===== src/rtl/core_pipe_issue_pkg.sv =====
// Shared constants for the decode-to-execute issue stage: functional-unit
// one-hot bit positions, the default set of long-latency units, and the
// default register/opcode field widths.
package core_pipe_issue_pkg;

  // Bit positions inside the one-hot unit select.
  localparam int UNIT_ALU = 0;
  localparam int UNIT_LSU = 1;
  localparam int UNIT_MDU = 2;
  localparam int UNIT_CSR = 3;
  localparam int UNIT_CFU = 4;

  localparam int UNIT_N_DEF = 5;
  localparam int RA_W_DEF   = 5;
  localparam int OP_W_DEF   = 5;
  localparam int INSTR_W    = 33;

  // Units whose writeback arrives later and must be tracked by the scoreboard.
  localparam logic [UNIT_N_DEF-1:0] LONG_MASK_DEF =
    UNIT_N_DEF'((1 << UNIT_LSU) | (1 << UNIT_MDU));

endpackage


===== src/rtl/core_issue_fifo.sv =====
// Generic DEPTH x PW FIFO used as the issue buffer. Besides the head payload it
// exposes, per physical slot, a valid bit plus the destination register and a
// long-latency flag so the parent can compare hazards against buffered work.
// Flush and reset both empty the buffer at the next edge.
module core_issue_fifo #(
  parameter int DEPTH = 2,
  parameter int PW    = 8,
  parameter int RA_W  = 5
) (
  input  logic                       g_clk,
  input  logic                       g_reset,
  input  logic                       flush,
  input  logic                       wr_en,
  input  logic [PW-1:0]              wr_data,
  input  logic [RA_W-1:0]            wr_rd,
  input  logic                       wr_long,
  input  logic                       rd_en,
  output logic [$clog2(DEPTH):0]     count,
  output logic [PW-1:0]              rd_data,
  output logic [DEPTH-1:0]           ent_valid,
  output logic [DEPTH-1:0][RA_W-1:0] ent_rd,
  output logic [DEPTH-1:0]           ent_long
);

  localparam int PTR_W = $clog2(DEPTH);
  localparam int CNT_W = PTR_W + 1;

  logic [PW-1:0]              mem [DEPTH];
  logic [DEPTH-1:0][RA_W-1:0] rd_tab;
  logic [DEPTH-1:0]           long_tab;
  logic [DEPTH-1:0]           vld;
  logic [PTR_W-1:0]           wr_ptr;
  logic [PTR_W-1:0]           rd_ptr;
  logic [CNT_W-1:0]           cnt;

  // Payload storage: written on enqueue only.
  // NOTE: storage is deliberately not reset; every consumer qualifies it with
  // vld/cnt, so stale contents are never observable and the array stays a
  // plain RAM without a reset fan-out.
  always_ff @(posedge g_clk) begin
    if (wr_en) begin
      mem[wr_ptr]      <= wr_data;
      rd_tab[wr_ptr]   <= wr_rd;
      long_tab[wr_ptr] <= wr_long;
    end
  end

  // Pointers, occupancy and per-slot valid bits; flush empties like reset.
  // NOTE: all state here uses non-blocking assignments so every read in this
  // block sees the pre-edge value regardless of statement order.
  always_ff @(posedge g_clk) begin
    if (g_reset || flush) begin
      wr_ptr <= '0;
      rd_ptr <= '0;
      cnt    <= '0;
      vld    <= '0;
    end else begin
      if (wr_en) begin
        vld[wr_ptr] <= 1'b1;
        wr_ptr      <= wr_ptr + PTR_W'(1);
      end
      if (rd_en) begin
        vld[rd_ptr] <= 1'b0;
        rd_ptr      <= rd_ptr + PTR_W'(1);
      end
      cnt <= cnt + CNT_W'(wr_en) - CNT_W'(rd_en);
    end
  end

  assign count     = cnt;
  assign ent_valid = vld;
  assign ent_rd    = rd_tab;
  assign ent_long  = long_tab;
  // Head is forced to zero when empty so the stage outputs are clean after reset.
  assign rd_data   = (cnt != '0) ? mem[rd_ptr] : '0;

endmodule


===== src/rtl/core_pipe_issue.sv =====
// Decode-to-execute issue stage. Buffers operand-gathered instructions in a
// small FIFO, stalls intake on RAW/WAW hazards against long-latency units
// (scoreboard plus buffered long ops) and drops buffered work on a flush.
// Optional build macro CORE_ISSUE_PERF_EN adds stall/flush cycle counters;
// without it perf_stall/perf_flush are tied to zero.
module core_pipe_issue
  import core_pipe_issue_pkg::*;
#(
  parameter int                XLEN      = 64,
  parameter int                RA_W      = RA_W_DEF,
  parameter int                OP_W      = OP_W_DEF,
  parameter int                UNIT_N    = UNIT_N_DEF,
  parameter logic [UNIT_N-1:0] LONG_MASK = LONG_MASK_DEF,
  parameter int                DEPTH     = 2
) (
  input  logic                 g_clk,
  input  logic                 g_reset,
  input  logic                 flush,
  input  logic                 d_valid,
  output logic                 d_ready,
  input  logic [XLEN-1:0]      d_pc,
  input  logic [RA_W-1:0]      d_rs1_addr,
  input  logic [RA_W-1:0]      d_rs2_addr,
  input  logic                 d_rs1_use,
  input  logic                 d_rs2_use,
  input  logic [RA_W-1:0]      d_rd,
  input  logic [XLEN-1:0]      d_opr_a,
  input  logic [XLEN-1:0]      d_opr_b,
  input  logic [XLEN-1:0]      d_opr_c,
  input  logic [UNIT_N-1:0]    d_unit,
  input  logic [OP_W-1:0]      d_op,
  input  logic                 d_op_w,
  input  logic [INSTR_W-1:0]   d_instr,
  input  logic                 wb_valid,
  input  logic [RA_W-1:0]      wb_rd,
  output logic                 s2_valid,
  input  logic                 s3_ready,
  output logic [XLEN-1:0]      s2_pc,
  output logic [XLEN-1:0]      s2_opr_a,
  output logic [XLEN-1:0]      s2_opr_b,
  output logic [XLEN-1:0]      s2_opr_c,
  output logic [RA_W-1:0]      s2_rd,
  output logic [UNIT_N-1:0]    s2_unit,
  output logic [OP_W-1:0]      s2_op,
  output logic                 s2_op_w,
  output logic [INSTR_W-1:0]   s2_instr,
  output logic [31:0]          perf_stall,
  output logic [31:0]          perf_flush
);

  localparam int PW    = 4 * XLEN + RA_W + UNIT_N + OP_W + 1 + INSTR_W;
  localparam int CNT_W = $clog2(DEPTH) + 1;
  localparam int NREG  = 1 << RA_W;

  logic [PW-1:0]              wr_data;
  logic [PW-1:0]              head_data;
  logic [CNT_W-1:0]           count;
  logic [DEPTH-1:0]           ent_valid;
  logic [DEPTH-1:0]           ent_long;
  logic [DEPTH-1:0][RA_W-1:0] ent_rd;
  logic [NREG-1:0]            sb;
  logic [NREG-1:0]            sb_nxt;
  logic                       hazard;
  logic                       full;
  logic                       enq;
  logic                       deq;
  logic                       wr_long;
  logic                       head_long;

  // A register is pending if a long op already issued to it (scoreboard) or a
  // long op targeting it is still waiting in the buffer. x0 is never pending.
  function automatic logic pend(input logic [RA_W-1:0]            r,
                                input logic [NREG-1:0]            sbv,
                                input logic [DEPTH-1:0]           ev,
                                input logic [DEPTH-1:0]           el,
                                input logic [DEPTH-1:0][RA_W-1:0] er);
    logic p;
    p = sbv[r];
    for (int i = 0; i < DEPTH; i++) begin
      if (ev[i] && el[i] && (er[i] == r)) p = 1'b1;
    end
    return (r != '0) && p;
  endfunction

  assign hazard  = (d_rs1_use && pend(d_rs1_addr, sb, ent_valid, ent_long, ent_rd))
                || (d_rs2_use && pend(d_rs2_addr, sb, ent_valid, ent_long, ent_rd))
                || pend(d_rd, sb, ent_valid, ent_long, ent_rd);
  assign full    = (count == CNT_W'(DEPTH));
  assign d_ready = !flush && !hazard && !full;
  assign enq     = d_valid && d_ready;
  assign s2_valid = (count != '0);
  assign deq     = s2_valid && s3_ready;

  assign wr_long = |(d_unit & LONG_MASK);
  assign wr_data = {d_pc, d_opr_a, d_opr_b, d_opr_c, d_rd, d_unit, d_op, d_op_w, d_instr};

  core_issue_fifo #(
    .DEPTH (DEPTH),
    .PW    (PW),
    .RA_W  (RA_W)
  ) u_fifo (
    .g_clk     (g_clk),
    .g_reset   (g_reset),
    .flush     (flush),
    .wr_en     (enq),
    .wr_data   (wr_data),
    .wr_rd     (d_rd),
    .wr_long   (wr_long),
    .rd_en     (deq),
    .count     (count),
    .rd_data   (head_data),
    .ent_valid (ent_valid),
    .ent_rd    (ent_rd),
    .ent_long  (ent_long)
  );

  assign {s2_pc, s2_opr_a, s2_opr_b, s2_opr_c, s2_rd, s2_unit, s2_op, s2_op_w, s2_instr} = head_data;
  assign head_long = |(s2_unit & LONG_MASK);

  // Next scoreboard: writeback clears first, so an issue to the same register
  // in the same cycle leaves the bit set. Flush does not touch it.
  // NOTE: sb_nxt takes a full default before any conditional update, so no
  // path leaves it unassigned and no latch is inferred.
  always_comb begin
    sb_nxt = sb;
    if (wb_valid) sb_nxt[wb_rd] = 1'b0;
    if (deq && head_long) sb_nxt[s2_rd] = 1'b1;
    sb_nxt[0] = 1'b0;
  end

  // Scoreboard register.
  always_ff @(posedge g_clk) begin
    if (g_reset) sb <= '0;
    else         sb <= sb_nxt;
  end

`ifdef CORE_ISSUE_PERF_EN
  logic [31:0] stall_q;
  logic [31:0] flush_q;

  // Hazard-stall and flush cycle counters, free-running with natural wrap.
  always_ff @(posedge g_clk) begin
    if (g_reset) begin
      stall_q <= '0;
      flush_q <= '0;
    end else begin
      if (d_valid && hazard && !flush) stall_q <= stall_q + 32'd1;
      if (flush)                       flush_q <= flush_q + 32'd1;
    end
  end

  assign perf_stall = stall_q;
  assign perf_flush = flush_q;
`else
  assign perf_stall = '0;
  assign perf_flush = '0;
`endif

endmodule


===== config.mk =====
export PLATFORM = sky130hd
export DESIGN_NAME = core_pipe_issue
export DESIGN_NICKNAME = d
export VERILOG_FILES = /design/src/rtl/core_pipe_issue_pkg.sv /design/src/rtl/core_issue_fifo.sv /design/src/rtl/core_pipe_issue.sv
export SDC_FILE = /design/constraint.sdc
export NUM_CORES = 1
export LEC_CHECK = 0
export ABC_AREA = 1
export ABC_CLOCK_PERIOD_IN_PS = 8200
export CAP_MARGIN = 0
export CELL_PAD_IN_SITES_DETAIL_PLACEMENT = 1
export CELL_PAD_IN_SITES_GLOBAL_PLACEMENT = 2
export CORE_MARGIN = 10
export CORE_UTILIZATION = 28
export CTS_CLUSTER_SIZE = 12
export DETAILED_ROUTE_END_ITERATION = 10
export PLACE_DENSITY_LB_ADDON = 0.1
export SLEW_MARGIN = 20
export SYNTH_ARGS = -nofsm -noshare
export SYNTH_HDL_FRONTEND = slang
export SYNTH_SLANG_ARGS = --single-unit

===== constraint.sdc =====
create_clock -name g_clk -period 8.2 [get_ports g_clk]
set_input_delay 0.82 -clock g_clk [delete_from_list [all_inputs] [get_ports g_clk]]
set_output_delay 0.82 -clock g_clk [all_outputs]
set_load 0.05 [all_outputs]

==> flow_metrics.tcl, run 1 <==
set metrics [dict create \
    post-dp-hpwl_microns 69900 \
    ant_nets 0 \
    grt_max_degree 178 \
    rsz0062_at_grt "no" \
    fin_skew_ps 18.9 \
    power_leakage_nw 12.6 \
    yosys.area_share.simple_pct 14.3 \
    syn_area_sq_mm 0.0264 \
    fp.dieArea_sq_mm 0.107 \
    net-switching-power_mw 1.97 \
    yosysWarnings 0 \
    tightest_slew_ps 1150 \
    io_buffers 634 \
    layout_commonest_cell "nand2_1" \
    firstDrtPassIters 5 \
    max-cap-violations 0 \
    slew_violations 0 \
    power_density_mw_per_mm2 218 \
    placed_cells 4027 \
    ys_types 36 \
    postSynthAreaPerCell_sq_um 11.8 \
    cts_tree "done" \
    numCtsBuffers 78 \
    synthCells 2245 \
    setup_viol 0 \
    routedWlPerCell_microns 24.3 \
    hold_buffers 0 \
    setup_tns_ps 0 \
    grt_pass1_vias 20955 \
    h-tree-depth 3 \
    clock_power_share_pct 41.2 \
    cts.sinks 650 \
    seqPwrFrac_pct 47.8 \
    ioPinCount 699 \
    rows 112 \
    critPathLaunchType "register" \
    core_sq_mm 0.0935 \
    min_period_ps 5080 \
    final_cell_mix "nand2_1 (717), clkdlybuf4s50_1 (634), edfxtp_1 (612)" \
    synth_compound_area_share_pct 7.72 \
    clkTransAtPathRegs_ps 50 \
    cts_buffer_depth 3 \
    multi_input_comb_area_sq_mm 0.00617 \
    synth-xor-area-share_pct 0.298 \
    critPathCaptureType "output port" \
    drc 0 \
    synth_top_family_by_area "simple AND/OR/NAND/NOR gates" \
    drive_above_1_share_pct 5.70 \
    area_growth_pct 36.6 \
    sw_frac_of_total_pct 25.0 \
    synth_fa_ha_area_share_pct 0.0947 \
    grtUsageTotal_pct 18.4 \
    synth_seq_cells 650 \
    fin_nets 3183 \
    power.internal_mw 5.89 \
    die_w_microns 327 \
    finalNonFillerCells 4176 \
    comb_power_share_pct 11.1 \
    hp-class "reg -> reg" \
    grt_pass1_wl_microns 145000 \
    fill_cells 10102 \
    cts_root_buf "clkbuf_16" \
    maxSlewHeadroom_pct 23.6 \
    cts-resized-gates 0 \
    place.gp.congestion 0.820 \
    start_util_pct 28.3 \
    ff2ff_setup_slack_ps 4360 \
    routed_wl_microns 102000 \
    vias 19217 \
    cts_setup_buffers 0 \
    status "finished, final reports clean" \
    vias_per_cell 4.60 \
    overflow 0 \
    yosysSeqAreaShare_pct 72.4 \
    drt-initial-drc-count 1077 \
    fin_crit_sh_pct 61.9 \
    irDropWorstVdd_uv 148 \
    muxShareOfSynthArea_pct 0 \
    finalHoldViolations 0 \
    clkLatencyLatePin_ps 630 \
    die_height_microns 327 \
    fmax_mhz 197 \
    critPathMaxFanout 123 \
    regArea_sq_mm 0.0191 \
    antenna_found_initial 30 \
    path_class "reg -> out" \
    arrival_ps 4260 \
    cp.required_ps 7380 \
]
## critical path, cell delays in order (launching register included)
cell             delay (ps)
dfxtp_4                 580
inv_8                   640
buf_4                   690
nand2_1                 110
a21oi_1                 500
clkdlybuf4s50_1         930
## cells in the mapped netlist
| master | n | share of area [%] |
|---|---|---|
| nand2_1 | 717 | 10 |
| edfxtp_1 | 612 | 70 |
| a21oi_1 | 368 | 7.0 |
| nor2_1 | 80 | 1.1 |
| inv_1 | 71 | 1.0 |
| nand3_1 | 70 | 1.3 |
| buf_4 | 67 | 1.9 |
| buf_2 | 51 | 0.97 |
| clkbuf_1 | 49 | 0.70 |
| dfxtp_1 | 38 | 2.9 |
| nor3_1 | 14 | 0.27 |
| o22ai_1 | 11 | 0.26 |
| nand2_2 | 10 | 0.24 |
| nand3_2 | 10 | 0.38 |
| buf_1 | 9 | 0.13 |
| o21ai_0 | 8 | 0.15 |
| xor2_1 | 8 | 0.27 |
| inv_2 | 7 | 0.099 |
| nor3_4 | 6 | 0.37 |
| buf_6 | 5 | 0.21 |
| nand4_1 | 4 | 0.095 |
| nor3_2 | 4 | 0.15 |
| o211ai_1 | 4 | 0.11 |
| a21oi_2 | 3 | 0.099 |
| clkinv_1 | 2 | 0.028 |
| ha_1 | 2 | 0.095 |
| nor2_2 | 2 | 0.047 |
| nor2_4 | 2 | 0.085 |
| o21ai_1 | 2 | 0.038 |
| o21ai_2 | 2 | 0.066 |
| or2_2 | 2 | 0.047 |
| a22oi_1 | 1 | 0.028 |
| buf_12 | 1 | 0.076 |
| conb_1 | 1 | 0.014 |
| inv_8 | 1 | 0.043 |
| xnor2_1 | 1 | 0.033 |
## final timing paths
| check | depth (start not counted) | end | startpoint |
|---|---|---|---|
| worst min-delay path | 2 | u_fifo.ent_valid[0] | u_fifo.ent_valid[0] |
| worst max register to register | 8 | sb[24] | register |
| worst max-delay path | 5 | s2_opr_b[48] | register |
| worst min register to register | 2 | u_fifo.ent_valid[0] | u_fifo.ent_valid[0] |
## cells by family (layout without fill, tap and decap cells)
group                      Yosys count  after routing
adders and majority gates            2              2
AOI/OAI and AO/OA                  399            399
other                                1             74
DFF                                650            650
xor gates and xnor gates             9              9
buffers and inverters              263            867
and+or+nand+nor                    921            921
## flip-flops by register name, indices dropped and copies added, names as in the netlist, named ones only
name              cells
u_fifo.count          2
u_fifo.ent_rd         8
u_fifo.wr_ptr         1
u_fifo.mem          602
u_fifo.ent_long       2
sb                   31
u_fifo.rd_ptr         1
u_fifo.ent_valid      2
## through the flow
stage	worst slack, ps	area [sq um]	hold WS, ps	total power, mW	util (%)
floorplan	1340	26700	440	4.33	-
global placement	3470	33700	450	4.69	36.1
detailed placement	3400	33700	461	4.70	36.1
CTS	2930	36100	471	7.99	38.6
global route	2830	36100	493	8.18	38.6
finish	3120	36100	467	7.86	38.6
## routing by layer
layer	up-vias	global-route usage, %	part of all wire [%]
li1	8890	-	-
met1	9521	19.6	37
met3	187	6.52	7.8
met4	28	7.38	3.5
met2	591	32.8	51
met5	-	0	0.17
## power groups by stage
stage | Sequential (mW) | Clock [mW] | Combinational [mW]
floorplan | 3.83 | 0 | 0.493
global placement | 3.82 | 0 | 0.867
detailed placement | 3.82 | 0 | 0.878
CTS | 3.75 | 3.35 | 0.882
global route | 3.76 | 3.49 | 0.925
finish | 3.76 | 3.23 | 0.869
## final cells by class
cell class	count	share of cell area, %
flip-flops and latches	650	53.0
repair buffers	647	18.1
multi-input cells	1395	17.1
clock buffers	103	5.84
well taps	1254	4.34
inverters	81	0.904
clock inverters	36	0.665
diodes	10	0.0693
Power figures use the tool's default switching activity.
==> run 2, diff against run 1 <==
ABC_CLOCK_PERIOD_IN_PS = 5270   (was 8200)
CORE_UTILIZATION = 31   (was 28)
clock period = 5.27 ns   (was 8.2 ns; I/O delays follow)
==> run 2 against run 1 <==
Via count increased by 0.81%. Combinational power increased by 59%. Die area decreased by 9.1%. First-iteration DRC count decreased by 13%. Clock power increased by 58%. Count of clock-buffer cells in the layout decreased by 9. Hold slack improved by 9.4 ps. Non-clock buffer count increased by 23. Wire length decreased by 0.72%. Register-to-register slack got worse by 2400 ps.
==> flow_metrics.tcl, run 2 (synthesized netlist as in run 1, its figures left out) <==
set metrics [dict create \
    fp.dieArea_sq_mm 0.0974 \
    grt_pass1_vias 21069 \
    finalNonFillerCells 4097 \
    fill_cells 9125 \
    r2r_start "u_fifo.ent_rd[7]" \
    fin_skew_ps 32.9 \
    rsz0062_at_grt "no" \
    cts_setup_buffers 0 \
    critPathMaxFanout 21 \
    start_util_pct 31.1 \
    critPathCaptureType "output port" \
    grt_max_degree 175 \
    layout_commonest_cell "nand2_1" \
    critPathLaunchType "input pin" \
    tightest_slew_ps 1240 \
    cts_tree "done" \
    fin_crit_sh_pct 80.4 \
    power_density_mw_per_mm2 339 \
    hold_buffers 0 \
    crit_start "d_rs1_addr[0]" \
    routedWlPerCell_microns 24.6 \
    dpl-instance-area_sq_mm 0.0339 \
    max-cap-violations 0 \
    setup_viol 0 \
    regMostFlops "u_fifo.mem" \
    numCtsBuffers 76 \
    largest_register_ffs 602 \
    reg2reg_depth 13 \
    grt_pass1_wl_microns 144000 \
    drive_above_1_share_pct 6.65 \
    rows 107 \
    core_sq_mm 0.0849 \
    final_cell_mix "nand2_1 (716), clkdlybuf4s50_1 (634), edfxtp_1 (612)" \
    cts_buffer_depth 3 \
    maxSlewHeadroom_pct 17.4 \
    post-dp-hpwl_microns 72700 \
    fin_area_sq_mm 0.0364 \
    io_buffers 634 \
    status "finished, final reports clean" \
    regArea_sq_mm 0.0191 \
    hp-class "reg -> reg" \
    whs_ps 477 \
    multi_input_comb_area_sq_mm 0.00618 \
    r2r_end "u_fifo.mem[1][225]" \
    cts-resized-gates 0 \
    fmax_mhz 236 \
    drt-initial-drc-count 935 \
    cts_root_buf "clkbuf_16" \
    antenna_found_initial 36 \
    clkLatencyLatePin_ps 620 \
    cp.required_ps 4740 \
    ff2ff_setup_slack_ps 1990 \
    clkTransAtPathRegs_ps 50 \
    grtUsageTotal_pct 19.8 \
    placed_cells 3940 \
    routed_wl_microns 101000 \
    h-tree-depth 3 \
    ioPinCount 699 \
    area_growth_pct 37.7 \
    vias 19372 \
    ant_nets 0 \
    fin_nets 3204 \
    slew_violations 0 \
    drc 0 \
    vias_per_cell 4.73 \
    arrival_ps 3710 \
    finalHoldViolations 0 \
    irDropWorstVdd_uv 233 \
    power_leakage_nw 12.8 \
    overflow 0 \
    die_height_microns 312 \
    crit_end "d_ready" \
    cts.sinks 650 \
    min_period_ps 4240 \
    firstDrtPassIters 5 \
    path_class "in -> out" \
    die_w_microns 312 \
    place.gp.congestion 0.845 \
]
run 2: cell types whose count changed in the layout (fill, tap and decap cells not counted), moves of 2 or more:
| cell | change |
|---|---|
| buf_4 | +13 |
| clkinvlp_4 | +2 |
| diode_2 | +9 |
| clkbuf_16 | -5 |
| bufinv_16 | +3 |
| clkbuf_1 | -5 |
| inv_2 | +2 |
| buf_12 | +10 |
| clkinv_16 | +4 |
| inv_1 | -2 |
run 2: report_power, final:
part	total, mW	internal, mW	switching, mW
Clock	5.11	2.95	2.17
Combinational	1.38	0.468	0.908
Sequential	5.84	5.80	0.0355
run 2: per-layer routing:
metal | track usage, % | routed length (microns) | share of wire, % | vias to the layer above
met2 | 35.4 | 52600 | 52 | 573
met3 | 6.98 | 7780 | 7.7 | 189
met5 | 0 | 264 | 0.26 | -
met1 | 20.7 | 36300 | 36 | 9627
li1 | - | - | - | 8945
met4 | 9.26 | 3890 | 3.9 | 38
run 2: layout make-up:
| class | instances | share of cell area, % |
|---|---|---|
| sequential | 650 | 52.6 |
| tap | 1144 | 3.93 |
| multi-input combinational | 1395 | 17.0 |
| timing repair buffer | 670 | 18.8 |
| clock inverter | 44 | 1.25 |
| clock buffer | 94 | 5.44 |
| antenna | 19 | 0.131 |
| inverter | 81 | 0.901 |
run 2: stage by stage:
stage / TNS, ps / power (mW) / utilization, % / setup WS (ps)
after floorplan: -753380 / 6.74 / - / -1230
after global routing: 0 / 12.8 / 42.9 / 800
after detailed placement: 0 / 7.33 / 40.0 / 741
final: 0 / 12.3 / 42.9 / 1030
after CTS: 0 / 12.5 / 42.8 / 1060
after global placement: 0 / 7.31 / 40.0 / 827
run 2: critical path: stages:
cell	delay, ps
clkdlybuf4s50_1	780
inv_2	430
nand2_1	110
nand3_1	90
nand3_1	80
nand3_1	100
nand2_1	80
nand2_1	60
nand3_1	80
nand2_1	120
nand2_2	80
nor2_4	240
clkdlybuf4s50_1	910
run 2: how the worst min path moves through the flow:
| stage | from | endpoint | slack [ps] | cells after the start |
|---|---|---|---|---|
| after global placement | u_fifo.rd_ptr | register | 470 | 2 |
| after floorplan | u_fifo.ent_valid[0] | u_fifo.ent_valid[0] | 440 | 2 |
| final | u_fifo.ent_valid[0] | u_fifo.ent_valid[0] | 480 | 2 |
| after CTS | d_pc[36] | u_fifo.mem[1][277] | 440 | 1 |
| after global routing | d_opr_a[51] | u_fifo.mem[0][228] | 450 | 1 |
| after detailed placement | u_fifo.ent_valid[0] | u_fifo.ent_valid[0] | 470 | 2 |
